$ cat src/rtl/multdiv_pkg.sv
// Shared types and constants for the multdiv scheduler.
package multdiv_pkg;

  typedef enum logic [1:0] {
    IDLE  = 2'd0,
    START = 2'd1,
    BUSY  = 2'd2,
    RESP  = 2'd3
  } state_t;

  typedef enum logic {
    OP_MUL = 1'b0,
    OP_DIV = 1'b1
  } op_t;

  localparam int unsigned TIMEOUT_DEFAULT = 40;

endpackage

$ cat src/rtl/rr_arbiter2.sv
// Two-input round-robin arbiter; last_grant resets to 1 so port 0 wins the first tie.
module rr_arbiter2 (
  input  logic       clock,
  input  logic       reset,
  input  logic [1:0] req,
  input  logic       advance,
  output logic       grant_valid,
  output logic       grant_idx
);

  logic last_grant;

  always_comb begin
    grant_valid = |req;
    grant_idx   = (req == 2'b11) ? ~last_grant : req[1];
  end

  always_ff @(posedge clock or negedge reset) begin
    if (!reset) begin
      last_grant <= 1'b1;
    end else if (advance && grant_valid) begin
      last_grant <= grant_idx;
    end
  end

endmodule

$ cat src/rtl/multdiv_scheduler.sv
// Shares one multi-cycle multdiv unit between two valid/ready requesters,
// round-robin, one operation in flight, with a BUSY timeout.
module multdiv_scheduler
  import multdiv_pkg::*;
#(
  parameter int unsigned TIMEOUT = TIMEOUT_DEFAULT,
  parameter int unsigned TAG_W   = 4
) (
  input  logic             clock,
  input  logic             reset,
  input  logic [1:0]       req_valid,
  output logic [1:0]       req_ready,
  input  logic [1:0]       req_is_div,
  input  logic [31:0]      req_a0,
  input  logic [31:0]      req_b0,
  input  logic [31:0]      req_a1,
  input  logic [31:0]      req_b1,
  input  logic [TAG_W-1:0] req_tag0,
  input  logic [TAG_W-1:0] req_tag1,
  output logic [1:0]       resp_valid,
  input  logic [1:0]       resp_ready,
  output logic [31:0]      resp_result,
  output logic             resp_exception,
  output logic [TAG_W-1:0] resp_tag,
  output logic [31:0]      md_operandA,
  output logic [31:0]      md_operandB,
  output logic             md_ctrl_MULT,
  output logic             md_ctrl_DIV,
  input  logic [31:0]      md_result,
  input  logic             md_exception,
  input  logic             md_resultRDY
);

  localparam int unsigned     CNT_W    = (TIMEOUT > 1) ? $clog2(TIMEOUT) : 1;
  localparam logic [CNT_W-1:0] CNT_LAST = CNT_W'(TIMEOUT - 1);

  state_t             state_q, state_d;
  logic               gnt_q;
  op_t                op_q;
  logic [TAG_W-1:0]   tag_q;
  logic [31:0]        opa_q, opb_q, res_q;
  logic               exc_q;
  logic [CNT_W-1:0]   cnt_q;
  logic               grant_valid, grant_idx, accept, timeout_hit;

  rr_arbiter2 u_arb (
    .clock       (clock),
    .reset       (reset),
    .req         (req_valid),
    .advance     (accept),
    .grant_valid (grant_valid),
    .grant_idx   (grant_idx)
  );

  always_comb begin
    accept       = (state_q == IDLE) && grant_valid;
    timeout_hit  = (cnt_q == CNT_LAST);
    state_d      = state_q;
    req_ready    = '0;
    resp_valid   = '0;
    md_ctrl_MULT = 1'b0;
    md_ctrl_DIV  = 1'b0;
    unique case (state_q)
      IDLE: begin
        if (grant_valid) begin
          state_d              = START;
          req_ready[grant_idx] = 1'b1;
        end
      end
      START: begin
        state_d      = BUSY;
        md_ctrl_MULT = (op_q == OP_MUL);
        md_ctrl_DIV  = (op_q == OP_DIV);
      end
      // RDY is checked ahead of the counter so it wins a same-cycle timeout
      BUSY: begin
        if (md_resultRDY || timeout_hit) state_d = RESP;
      end
      RESP: begin
        resp_valid[gnt_q] = 1'b1;
        if (resp_ready[gnt_q]) state_d = IDLE;
      end
      default: state_d = IDLE;
    endcase
  end

  always_ff @(posedge clock or negedge reset) begin
    if (!reset) state_q <= IDLE;
    else        state_q <= state_d;
  end

  always_ff @(posedge clock or negedge reset) begin
    if (!reset) begin
      gnt_q <= 1'b0;
      op_q  <= OP_MUL;
      tag_q <= '0;
      opa_q <= '0;
      opb_q <= '0;
      res_q <= '0;
      exc_q <= 1'b0;
      cnt_q <= '0;
    end else begin
      unique case (state_q)
        IDLE: begin
          if (accept) begin
            gnt_q <= grant_idx;
            op_q  <= op_t'(req_is_div[grant_idx]);
            tag_q <= grant_idx ? req_tag1 : req_tag0;
            opa_q <= grant_idx ? req_a1 : req_a0;
            opb_q <= grant_idx ? req_b1 : req_b0;
          end
        end
        START: cnt_q <= '0;
        BUSY: begin
          if (md_resultRDY) begin
            res_q <= md_result;
            exc_q <= md_exception;
          end else if (timeout_hit) begin
            res_q <= '0;
            exc_q <= 1'b1;
          end else begin
            cnt_q <= cnt_q + 1'b1;
          end
        end
        default: ;
      endcase
    end
  end

  assign resp_result    = res_q;
  assign resp_exception = exc_q;
  assign resp_tag       = tag_q;
  assign md_operandA    = opa_q;
  assign md_operandB    = opb_q;

endmodule

$ cat config.mk
export PLATFORM = sky130hd
export DESIGN_NAME = multdiv_scheduler
export DESIGN_NICKNAME = d
export VERILOG_FILES = /design/src/rtl/multdiv_pkg.sv /design/src/rtl/rr_arbiter2.sv /design/src/rtl/multdiv_scheduler.sv
export SDC_FILE = /design/constraint.sdc
export NUM_CORES = 1
export LEC_CHECK = 0
export CORE_ASPECT_RATIO = 0.5
export CORE_MARGIN = 5
export CORE_UTILIZATION = 41
export DETAILED_ROUTE_END_ITERATION = 16
export GPL_TIMING_DRIVEN = 0
export HOLD_SLACK_MARGIN = 0.1
export MAX_ROUTING_LAYER = met4
export PLACE_DENSITY = 0.86
export SLEW_MARGIN = 20
export SYNTH_ARGS = -nofsm -noshare
export SYNTH_HDL_FRONTEND = slang
export SYNTH_SLANG_ARGS = --single-unit
$ cat constraint.sdc
create_clock -name clock -period 2.5 [get_ports clock]
set_input_delay 0.5 -clock clock [delete_from_list [all_inputs] [get_ports clock]]
set_output_delay 0.5 -clock clock [all_outputs]
set_load 0.03 [all_outputs]
# ---- Yosys cells after proc, flatten, opt, wreduce, memory -nomap -nowiden
# Cells that the tools add are included.
dict set report totals {
  reg_bits 112
  latch_bits 0
  ram_bits 0
  mem_bits_ro 0
  in_bits 178
  out_inout_bits 107
  wordCells 68
  n_memories 0
}
dict set report op_classes {
  add_sub_neg 1
  mul 0
  div 0
  n_lt_le_gt_ge 4
  eq_ne 10
  shift 0
  n_mux 28
  bitwise_logic 2
  n_reduce_logical 13
}
# operator n
set ops {}
lappend ops {{32-bit 2-to-1 mux} 4}
lappend ops {{2-bit 2-to-1 mux} 6}
lappend ops {{6-bit 2-to-1 mux} 2}
lappend ops {{6-bit one-hot mux with 2 select lines} 1}
lappend ops {{1-bit 2-to-1 mux} 11}
lappend ops {{2-bit != test (second input constant)} 5}
lappend ops {{2-bit one-hot mux with 4 select lines} 1}
lappend ops {{6-bit by 1-bit adder with 6-bit output (second input constant)} 1}
lappend ops {{2-bit == test (second input constant)} 3}
lappend ops {{6-bit == test (second input constant)} 1}
lappend ops {{3-bit AND reduction} 2}
lappend ops {{1-bit logical AND} 4}
lappend ops {{1-bit by 2-bit less-than comparator with 1-bit output (second input constant)} 2}
lappend ops {{4-bit 2-to-1 mux} 1}
lappend ops {{2-bit AND reduction} 2}
lappend ops {{2-bit nonzero test} 2}
lappend ops {{1-bit demux with 1-bit select} 2}
lappend ops {{2-bit by 1-bit == test with 1-bit output (second input constant)} 1}
lappend ops {{1-bit greater-or-equal comparator (second input constant)} 2}
lappend ops {{2-bit zero test} 1}
lappend ops {{1-bit NOT} 2}
lappend ops {{2-bit OR reduction} 1}
lappend ops {{1-bit logical OR} 1}

# ---- Depth between registers and ports, before layout
# Gate-level depths: netlist of the first run.
dict set report depth {
  depth_word 8
  ltp_mapped 8
}

# ---- Hierarchy
# A second synthesis of the first run with hierarchy kept.
dict set report unflattened {
  hier_cells 448
  hier_area_um2 5001.0
}
# mod n_inst cells_each area_per_inst_um2 seq_area_each_um2
set modules_own_cells {}
lappend modules_own_cells {multdiv_scheduler 1 443 4949.7 2777.7}
lappend modules_own_cells {rr_arbiter2 1 5 51.3 26.3}

# ---- Worst setup path before layout of the first run
# No wires, ideal clock.
dict set report synth_path {
  kind {flip-flop to output port}
  from {register state_q[0]}
  to {output req_ready[0]}
  t_arrival_ps 1346
  setup_slack_ps 654
  stages_incl_launch_ff 7
  n_path_buf 2
  cell_sequence {dfrtp_1 -> inv_1 -> ha_1 -> o21ai_1 -> buf_2 -> nor2_1 -> buf_2}
}
dict set report synth_between {
  elab_chain_len 2
}
# element line_no
set synth_rtl {}
lappend synth_rtl {{start: declaration} multdiv_scheduler.sv:37} ;# state_t state_q, state_d;
lappend synth_rtl {{start signal: assignment} multdiv_scheduler.sv:89} ;# else state_q <= state_d;
lappend synth_rtl {{2-bit zero test} multdiv_scheduler.sv:63} ;# unique case (state_q)
lappend synth_rtl {{2-bit 2-to-1 mux} multdiv_scheduler.sv:63}
lappend synth_rtl {{end: declaration} multdiv_scheduler.sv:12} ;# output logic [1:0] req_ready,
# No other way between the ends.

# ---- Worst setup path in the final report of the first run
dict set report layout_path {
  from {input req_valid[1]}
  to {output req_ready[1]}
}
dict set report layout_between {
  elab_chain_len 8
  word_cells_on_any_way 10
}
# element line_no
set layout_rtl {}
lappend layout_rtl {{start: declaration} multdiv_scheduler.sv:11} ;# input logic [1:0] req_valid,
lappend layout_rtl {{2-bit == test} rr_arbiter2.sv:15} ;# grant_idx = (req == 2'b11) ? ~last_grant : req[1];
lappend layout_rtl {{1-bit 2-to-1 mux} rr_arbiter2.sv:15}
lappend layout_rtl {{1-bit by 2-bit less-than comparator with 1-bit output (implied by the code) / 1-bit greater-or-equal comparator (equally long branches)} multdiv_scheduler.sv:67} ;# req_ready[grant_idx] = 1'b1;
lappend layout_rtl {{1-bit logical AND (implied by the code)} multdiv_scheduler.sv:67}
lappend layout_rtl {{1-bit 2-to-1 mux (implied by the code)} multdiv_scheduler.sv:67}
lappend layout_rtl {{1-bit demux with 1-bit select} multdiv_scheduler.sv:67}
lappend layout_rtl {{2-bit 2-to-1 mux (*)} multdiv_scheduler.sv:65} ;# if (grant_valid) begin
lappend layout_rtl {{2-bit 2-to-1 mux (*)} multdiv_scheduler.sv:63}
# Mark *: on every way between the ends. The rest lies on a longest branch, timed or not.

==> impl_results.md, run 1 <==
- Final nets: 901
- Placeable Area: approximately 12,000 µm²
- Post-detailed-route wirelength per cell: around 18 µm
- Post-route clock skew: roughly 0.0075 ns
- Area share of the largest cell type after synthesis: 0.571
- Critical path endpoint: req_ready[1]
- Startpoint-to-endpoint class of the critical path: primary input to primary output
- GR peak layer: met2
- Max-cap viol count: 0
- Post-route antenna net violation count: 0
- R2r worst-path depth: 6
- Grt ovf: 0
- Portion of the post-synthesis area used by sequential elements: 0.576
- Post-CTS clock slew at the launch and capture registers of the worst setup and hold paths: approximately 0.07 ns
- Detailed router's first-iteration violation count: between 300 and 400
- Master cell of the clock root buffer: sky130_fd_sc_hd__clkbuf_16
- Number of primary I/O pins: 285
- Startpoint kind of the worst setup timing path: primary input
- Worst reg-to-reg setup slack: between 0.4 and 0.5 ns
- Chip Height: 87.0 µm
- Number of clock buffers inserted by TritonCTS: 9
- Global routing usage on met3: 0.0567
- Status: completed
- Highest clock frequency the design can meet: 417 MHz
- Antenna violations before repair: 0
- Total DRC errors in the routed layout: 0
- Launching element of the worst setup path: req_valid[1]
- Total power per unit cell area: 1240 nW/µm²
- Final standard cell area without fillers: 8270 µm²
- Most area-consuming cells after synthesis: sky130_fd_sc_hd__dfrtp_1 57%, sky130_fd_sc_hd__mux2i_1 8.4%, sky130_fd_sc_hd__a222oi_1 6.0%
- Sink count of the clock tree: approximately 110
- Synthesized Nets: 602
- Area delta synth->final: 70.0%
- Placed Cells incl. Taps: 868
- Largest net degree at the start of global routing: 81
- Total wirelength of the detailed-routed design: 16,300 µm
- Mean instance size in the synthesized netlist: 11.6 µm²
- Main flop type after synthesis: sky130_fd_sc_hd__dfrtp_1
- Clock latency on the worst-skew pair: 0.34 ns
- Share of flip-flops with an asynchronous set or reset after synthesis: 1.00
- Horizontal die dimension: between 150 and 200 µm
- Via count: 4,505
- Met1 usage: 0.251
- Clock period minus worst slack: approximately 2.4 ns
- Number of antenna repair diodes: 0
- Final Hold Viols: 0
- Synthesized cell area: 4860 µm²
- Routability cong.: 0.835
- Share of the clock period used by the worst path: 0.959
- CP required: 2.00 ns
- Per-cell via count in the routed design: 5.08
- VDD IR max: 0.000486 V
- Instance count of the mapped netlist: 418
- Instance area at placement: 7940 µm²
- PortBufs: 284
- Detailed placer's ending HPWL: 12,800 µm
- Share of final-layout standard cells stronger than drive strength 1: 0.0609
- Critical path arrival: 1.90 ns
- Crit path max fanout: 10
- Deepest clock path buffer count: 2
- Worst hold slack across all endpoints: roughly 0.48 ns
- Cell taking the most area after synthesis: sky130_fd_sc_hd__dfrtp_1
- Initial DRT Pass Iterations: 7
- GR Util met2: 0.404
- H-tree lvl count: 3
- Number of enable-type register cells in the synthesized netlist: 0
- Yosys warns: 0
- Slew @ Worst Pin: 0.515 ns
- Worst slew slack as a fraction of its limit: 0.657
- Global-route wire length before repair: 24,300 µm
- Pwr Total: between 0.01 and 0.015 W
- Setup repair after global routing missed its margin: no
- Die Outline Area: 14,300 µm²
- Leakage power total: 3.72 nW
- Capturing element type of the critical path: primary output
- Effective utilization at floorplan: 0.416
- Via count of the first global-routing pass: 4,721
- Most common cell after layout, fill and taps aside: sky130_fd_sc_hd__clkdlybuf4s50_1
- Count of cell types in the netlist: 39
- Destination of the worst register-to-register timing path: resp_result[2]
- Hold Path Class: flip-flop to flip-flop
- Final-report setup violation count: 0
- Number of pins with negative max-slew slack in the final report: 0
- Floorplan row count: 28
- Fin cells: 887
- Overall track demand over capacity in global routing: 0.225
- Worst reg2reg path startpoint: state_q[0]
- #FFs+latches synth: 112
- Highest-count cells in the layout ignoring fill and taps: 279 x sky130_fd_sc_hd__clkdlybuf4s50_1, 111 x sky130_fd_sc_hd__dfrtp_1, 44 x sky130_fd_sc_hd__nand2_1
- TritonCTS clock tree: done
[cell usage after synthesis (3+ instances only)]
cell and instances:
sky130_fd_sc_hd__a21o_1 3, sky130_fd_sc_hd__nor2_1 7, sky130_fd_sc_hd__a22o_1 32, sky130_fd_sc_hd__buf_1 3
sky130_fd_sc_hd__inv_1 34, sky130_fd_sc_hd__buf_6 6, sky130_fd_sc_hd__and2_1 4, sky130_fd_sc_hd__mux2i_1 41
sky130_fd_sc_hd__nand2_1 44, sky130_fd_sc_hd__dfrtp_1 111, sky130_fd_sc_hd__o21ai_0 42, sky130_fd_sc_hd__a21oi_1 5
sky130_fd_sc_hd__ha_1 6, sky130_fd_sc_hd__a222oi_1 29, sky130_fd_sc_hd__clkbuf_1 13, sky130_fd_sc_hd__buf_4 4
sky130_fd_sc_hd__buf_2 6
[where the power goes]
group | total (W) | switching (W) | internal [W]
clock | 0.00136 | 0.000671 | 0.000692
sequential | 0.00316 | 0.000493 | 0.00266
combinational | 0.00572 | 0.00322 | 0.00249
total | 0.0102 | 0.00439 | 0.00585
[area by class of cell]
class                      count  area [µm²]
buffer                        33         206
clock inverter                 6        51.3
tap                          165         206
clock buffer                  10         229
sequential                   112        2800
multi-input combinational    239        1760
inverter                      34         128
fill                         905        3430
timing repair buffer         288        2890
[cell families after synthesis]
family / after synthesis / synth area share
AO/OA/AOI/OAI: 120 / 0.188
XOR/XNOR: 3 / 0.00540
AND/OR/NAND/NOR: 68 / 0.0622
buffers and inverters: 67 / 0.0664
multiplexers: 42 / 0.0867
adder cells (fa/ha/maj): 6 / 0.0154
flip-flops: 112 / 0.576
[how the worst min path moves through the flow]
| stage | start | to | depth (start not counted) |
|---|---|---|---|
| 2_1_floorplan | reset | cnt_q[0] | 0 |
| 3_5_place_dp | reset | md_operandA[12] | 1 |
| 5_1_grt | md_operandB[29] | md_operandB[29] | 2 |
| 4_1_cts | md_operandB[24] | md_operandB[24] | 2 |
| 6_report | md_operandB[25] | md_operandB[25] | 2 |
| 3_3_place_gp | md_operandB[17] | md_operandB[17] | 2 |
[routing by layer]
metal  up-vias  part of all wire  routed length, µm
met3        26             0.062               1010
li1       2108                 -                  -
met5         -                 0                  0
met2       166              0.53               8630
met4         0             0.023                378
met1      2205              0.38               6260
[per-stage QoR]
step / utilization / TNS, ns / setup WS, ns
final: 0.707 / 0 / 0.103
after floorplan: - / 0 / 0.654
after global placement: 0.676 / -376.52 / -3.37
after global routing: 0.707 / 0 / 0.00149
after detailed placement: 0.679 / -0.948 / -0.481
after CTS: 0.703 / 0 / 0.0174
[flip-flops by register name (all words and copies together) (netlist names)]
| register | cells |
|---|---|
| cnt_q | 6 |
| gnt_q | 1 |
| md_operandA | 32 |
| md_operandB | 32 |
| op_q | 1 |
| resp_exception | 1 |
| resp_result | 32 |
| resp_tag | 4 |
| state_q | 2 |
| u_arb.last_grant | 1 |
[worst max-delay path: stages]
cell and delay, ns:
sky130_fd_sc_hd__clkdlybuf4s50_1 0.52, sky130_fd_sc_hd__a21boi_1 0.17, sky130_fd_sc_hd__buf_4 0.13, sky130_fd_sc_hd__and2_1 0.11
sky130_fd_sc_hd__buf_2 0.15, sky130_fd_sc_hd__buf_6 0.15, sky130_fd_sc_hd__buf_4 0.16
[timing repair]
action | 4_1_cts | 5_1_grt
setup buffers | 0 | 2
hold buffers | 1 | 0
setup endpoints to repair | 4 | 2
gates resized for setup | 16 | 7
pin swaps | 0 | 0
endpoints found under the hold margin | 32 | 0
Note: power is estimated with default switching activity, not from simulation.
==> run 2, diff against run 1 <==
Settings changed: ABC_AREA set to 1, CORE_UTILIZATION 41 to 50, DONT_BUFFER_PORTS set to 1, PLACE_DENSITY 0.86 to unset, PLACE_DENSITY_LB_ADDON set to 0.3.
==> impl_results.md, run 2 <==
- Status: complete, but fails checks
- Failing checks: hold timing
- Clock latency on the worst-skew pair: about 0.33 ns
- PortBufs: 0
- Via count: 4,031
- Final nets: ~810
- Cell taking the most area after synthesis: sky130_fd_sc_hd__dfrtp_1
- Yosys warns: 0
- Portion of the post-synthesis area used by sequential elements: 0.561
- Destination of the worst register-to-register timing path: md_operandA[30]
- Share of the clock period used by the worst path: 0.924
- Slew @ Worst Pin: about 0.58 ns
- Worst slew slack as a fraction of its limit: 0.609
- Placeable Area: 9600 µm²
- Critical path arrival: around 1.8 ns
- Number of antenna repair diodes: 0
- Sink count of the clock tree: around 110
- Hold Path Class: primary input to async pin
- Worst reg-to-reg setup slack: 0.76 ns
- Area share of the largest cell type after synthesis: 0.556
- Share of final-layout standard cells stronger than drive strength 1: 0.0942
- Wire length on met2: 6520 µm
- Number of pins with negative max-slew slack in the final report: 0
- Mean instance size in the synthesized netlist: 8.19 µm²
- Leakage power total: ~2.7 nW
- Number of enable-type register cells in the synthesized netlist: 0
- Most frequently used cell type in the post-synthesis netlist: sky130_fd_sc_hd__nand2_1
- Overall track demand over capacity in global routing: 0.212
- Worst reg2reg path startpoint: state_q[0]
- Instance area at placement: 5160 µm²
- Final-report setup violation count: 0
- Post-CTS clock slew at the launch and capture registers of the worst setup and hold paths: 0.07 ns
- TritonCTS clock tree: done
- Grt ovf: 0
- Clock period minus worst slack: around 2.3 ns
- Final Hold Viols: 111
- Post-route clock skew: 0.00687 ns
- Length of routed met3 wiring: 1240 µm
- Floorplan row count: 25
- Chip Height: 80.7 µm
- Initial DRT Pass Iterations: 4
- Wire length on met1: approximately 5300 µm
- Synthesized cell area: 4990 µm²
- Total wirelength of the detailed-routed design: 13,300 µm
- Detailed placer's ending HPWL: 10,200 µm
- Main flop type after synthesis: sky130_fd_sc_hd__dfrtp_1
- Startpoint-to-endpoint class of the critical path: flip-flop to primary output
- Startpoint kind of the worst setup timing path: flip-flop
- Pwr Total: around 0.0085 W
- VDD IR max: around 0.00063 V
- Most common cell after layout, fill and taps aside: sky130_fd_sc_hd__nand2_1
- Number of clock buffers inserted by TritonCTS: 9
- Antenna violations before repair: 0
- Via count of the first global-routing pass: 3,955
- Post-detailed-route wirelength per cell: 17.4 µm
- Share of flip-flops with an asynchronous set or reset after synthesis: 1.00
- Instance count of the mapped netlist: 610
- Area delta synth->final: 9.44%
- Crit path max fanout: 10
- Setup repair after global routing missed its margin: no
- Largest net degree at the start of global routing: 113
- R2r worst-path depth: 7
- CP required: 2.00 ns
- Global-route wire length before repair: between 15,000 and 20,000 µm
- Worst hold slack across all endpoints: -0.138 ns
- #FFs+latches synth: 112
- Horizontal die dimension: 151 µm
- Effective utilization at floorplan: 0.520
- Total power per unit cell area: about 1500 nW/µm²
- Synthesized Nets: 794
- Count of cell types in the netlist: 23
- Detailed router's first-iteration violation count: 196
- H-tree lvl count: 3
- Final standard cell area without fillers: ~5500 µm²
- Most instantiated cells after synthesis: 253 x sky130_fd_sc_hd__nand2_1, 111 x sky130_fd_sc_hd__dfrtp_1, 62 x sky130_fd_sc_hd__o21ai_0, 52 x sky130_fd_sc_hd__nor2_1, 39 x sky130_fd_sc_hd__nand3_1
- Die Outline Area: around 12,000 µm²
- Total DRC errors in the routed layout: 0
- Deepest clock path buffer count: 2
- Highest-count cells in the layout ignoring fill and taps: 253 x sky130_fd_sc_hd__nand2_1, 111 x sky130_fd_sc_hd__dfrtp_1, 62 x sky130_fd_sc_hd__o21ai_0
- Routability cong.: between 0.8 and 0.9
- Number of primary I/O pins: about 290
- Number of buffers inserted by post-CTS setup repair: 0
- Most area-consuming cells after synthesis: sky130_fd_sc_hd__dfrtp_1 56%, sky130_fd_sc_hd__nand2_1 19%, sky130_fd_sc_hd__o21ai_0 6.2%
- Highest clock frequency the design can meet: 433 MHz
- Per-cell via count in the routed design: 5.30
- Post-route antenna net violation count: 0
- Capturing element type of the critical path: primary output
- Max-cap viol count: 0
- Final total negative setup slack: 0 ns
- Master cell of the clock root buffer: sky130_fd_sc_hd__clkbuf_16
- Top sig layer: met4
run 2: changes by cell type after synthesis, sizes merged, moves of 3 or more:
cell	change
a22o	-32
nand3	+38
a21oi	-4
nand2	+212
a21o	-3
mux2i	-41
and2	-4
nor2	+46
o21ai	+42
buf	+9
a222oi	-29
clkbuf	-10
inv	-15
run 2: layout make-up:
class	instances	area, µm²
Buffer	32	189
Clock buffer	10	229
Clock inverter	6	68.8
Fill cell	889	4140
Inverter	19	71.3
Multi-Input combinational cell	447	1940
Sequential cell	112	2800
Tap cell	135	169
run 2: how the worst max path moves through the flow:
stage / startpoint / endpoint / slack [ns] / depth (start not counted)
CTS: state_q[0] / req_ready[0] / 0.12 / 7
global placement: state_q[0] / req_ready[0] / 0.51 / 7
global route: state_q[0] / req_ready[1] / 0.03 / 5
floorplan: state_q[0] / req_ready[0] / 0.76 / 7
finish: state_q[0] / req_ready[1] / 0.19 / 5
detailed placement: state_q[0] / req_ready[0] / 0.48 / 7
run 2: worst max-delay path, stage by stage (launching register included):
cell	delay, ns
sky130_fd_sc_hd__dfrtp_1	0.42
sky130_fd_sc_hd__inv_1	0.12
sky130_fd_sc_hd__ha_1	0.19
sky130_fd_sc_hd__inv_1	0.09
sky130_fd_sc_hd__nor2_1	0.28
sky130_fd_sc_hd__buf_2	0.38
run 2: metal layers:
layer	GRT usage	up-vias
li1	-	1954
met1	0.264	1887
met2	0.351	174
met3	0.0598	16
met4	0.0398	0
met5	-	-
run 2: through the flow:
stage / instances / worst slack, ns / utilization
floorplan: 610 / 0.761 / -
global placement: 745 / 0.506 / 0.538
detailed placement: 745 / 0.483 / 0.538
CTS: 761 / 0.115 / 0.569
global route: 761 / 0.0347 / 0.569
finish: 761 / 0.190 / 0.569
run 2: cells by family after synthesis:
kind of cell    share of synthesized area
simple gates                        0.283
compound gates                     0.0869
flops                               0.561
buf+inv                            0.0521
fa+ha+maj                          0.0150
xor+xnor                          0.00175
run 2: what timing repair did:
item,4_1_cts,5_1_grt
setup endpoints to repair,0,1
endpoints found under the hold margin,112,112
resized for setup,0,1
run 2: report_power, final:
group / leakage [nW] / switching [W] / internal [W] / total [W]
Sequential: 1.38 / 0.00229 / 0.00266 / 0.00494
Combinational: 1.21 / 0.00131 / 0.000771 / 0.00208
Clock: 0.143 / 0.000641 / 0.000784 / 0.00143
Total: 2.73 / 0.00424 / 0.00421 / 0.00845
==> run 3, diff against run 2 <==
Settings changed: SLEW_MARGIN 20 to unset, TNS_END_PERCENT set to 1.
==> results of run 3 <==
The final DEF is identical to that of run 2; final timing and power are the same.
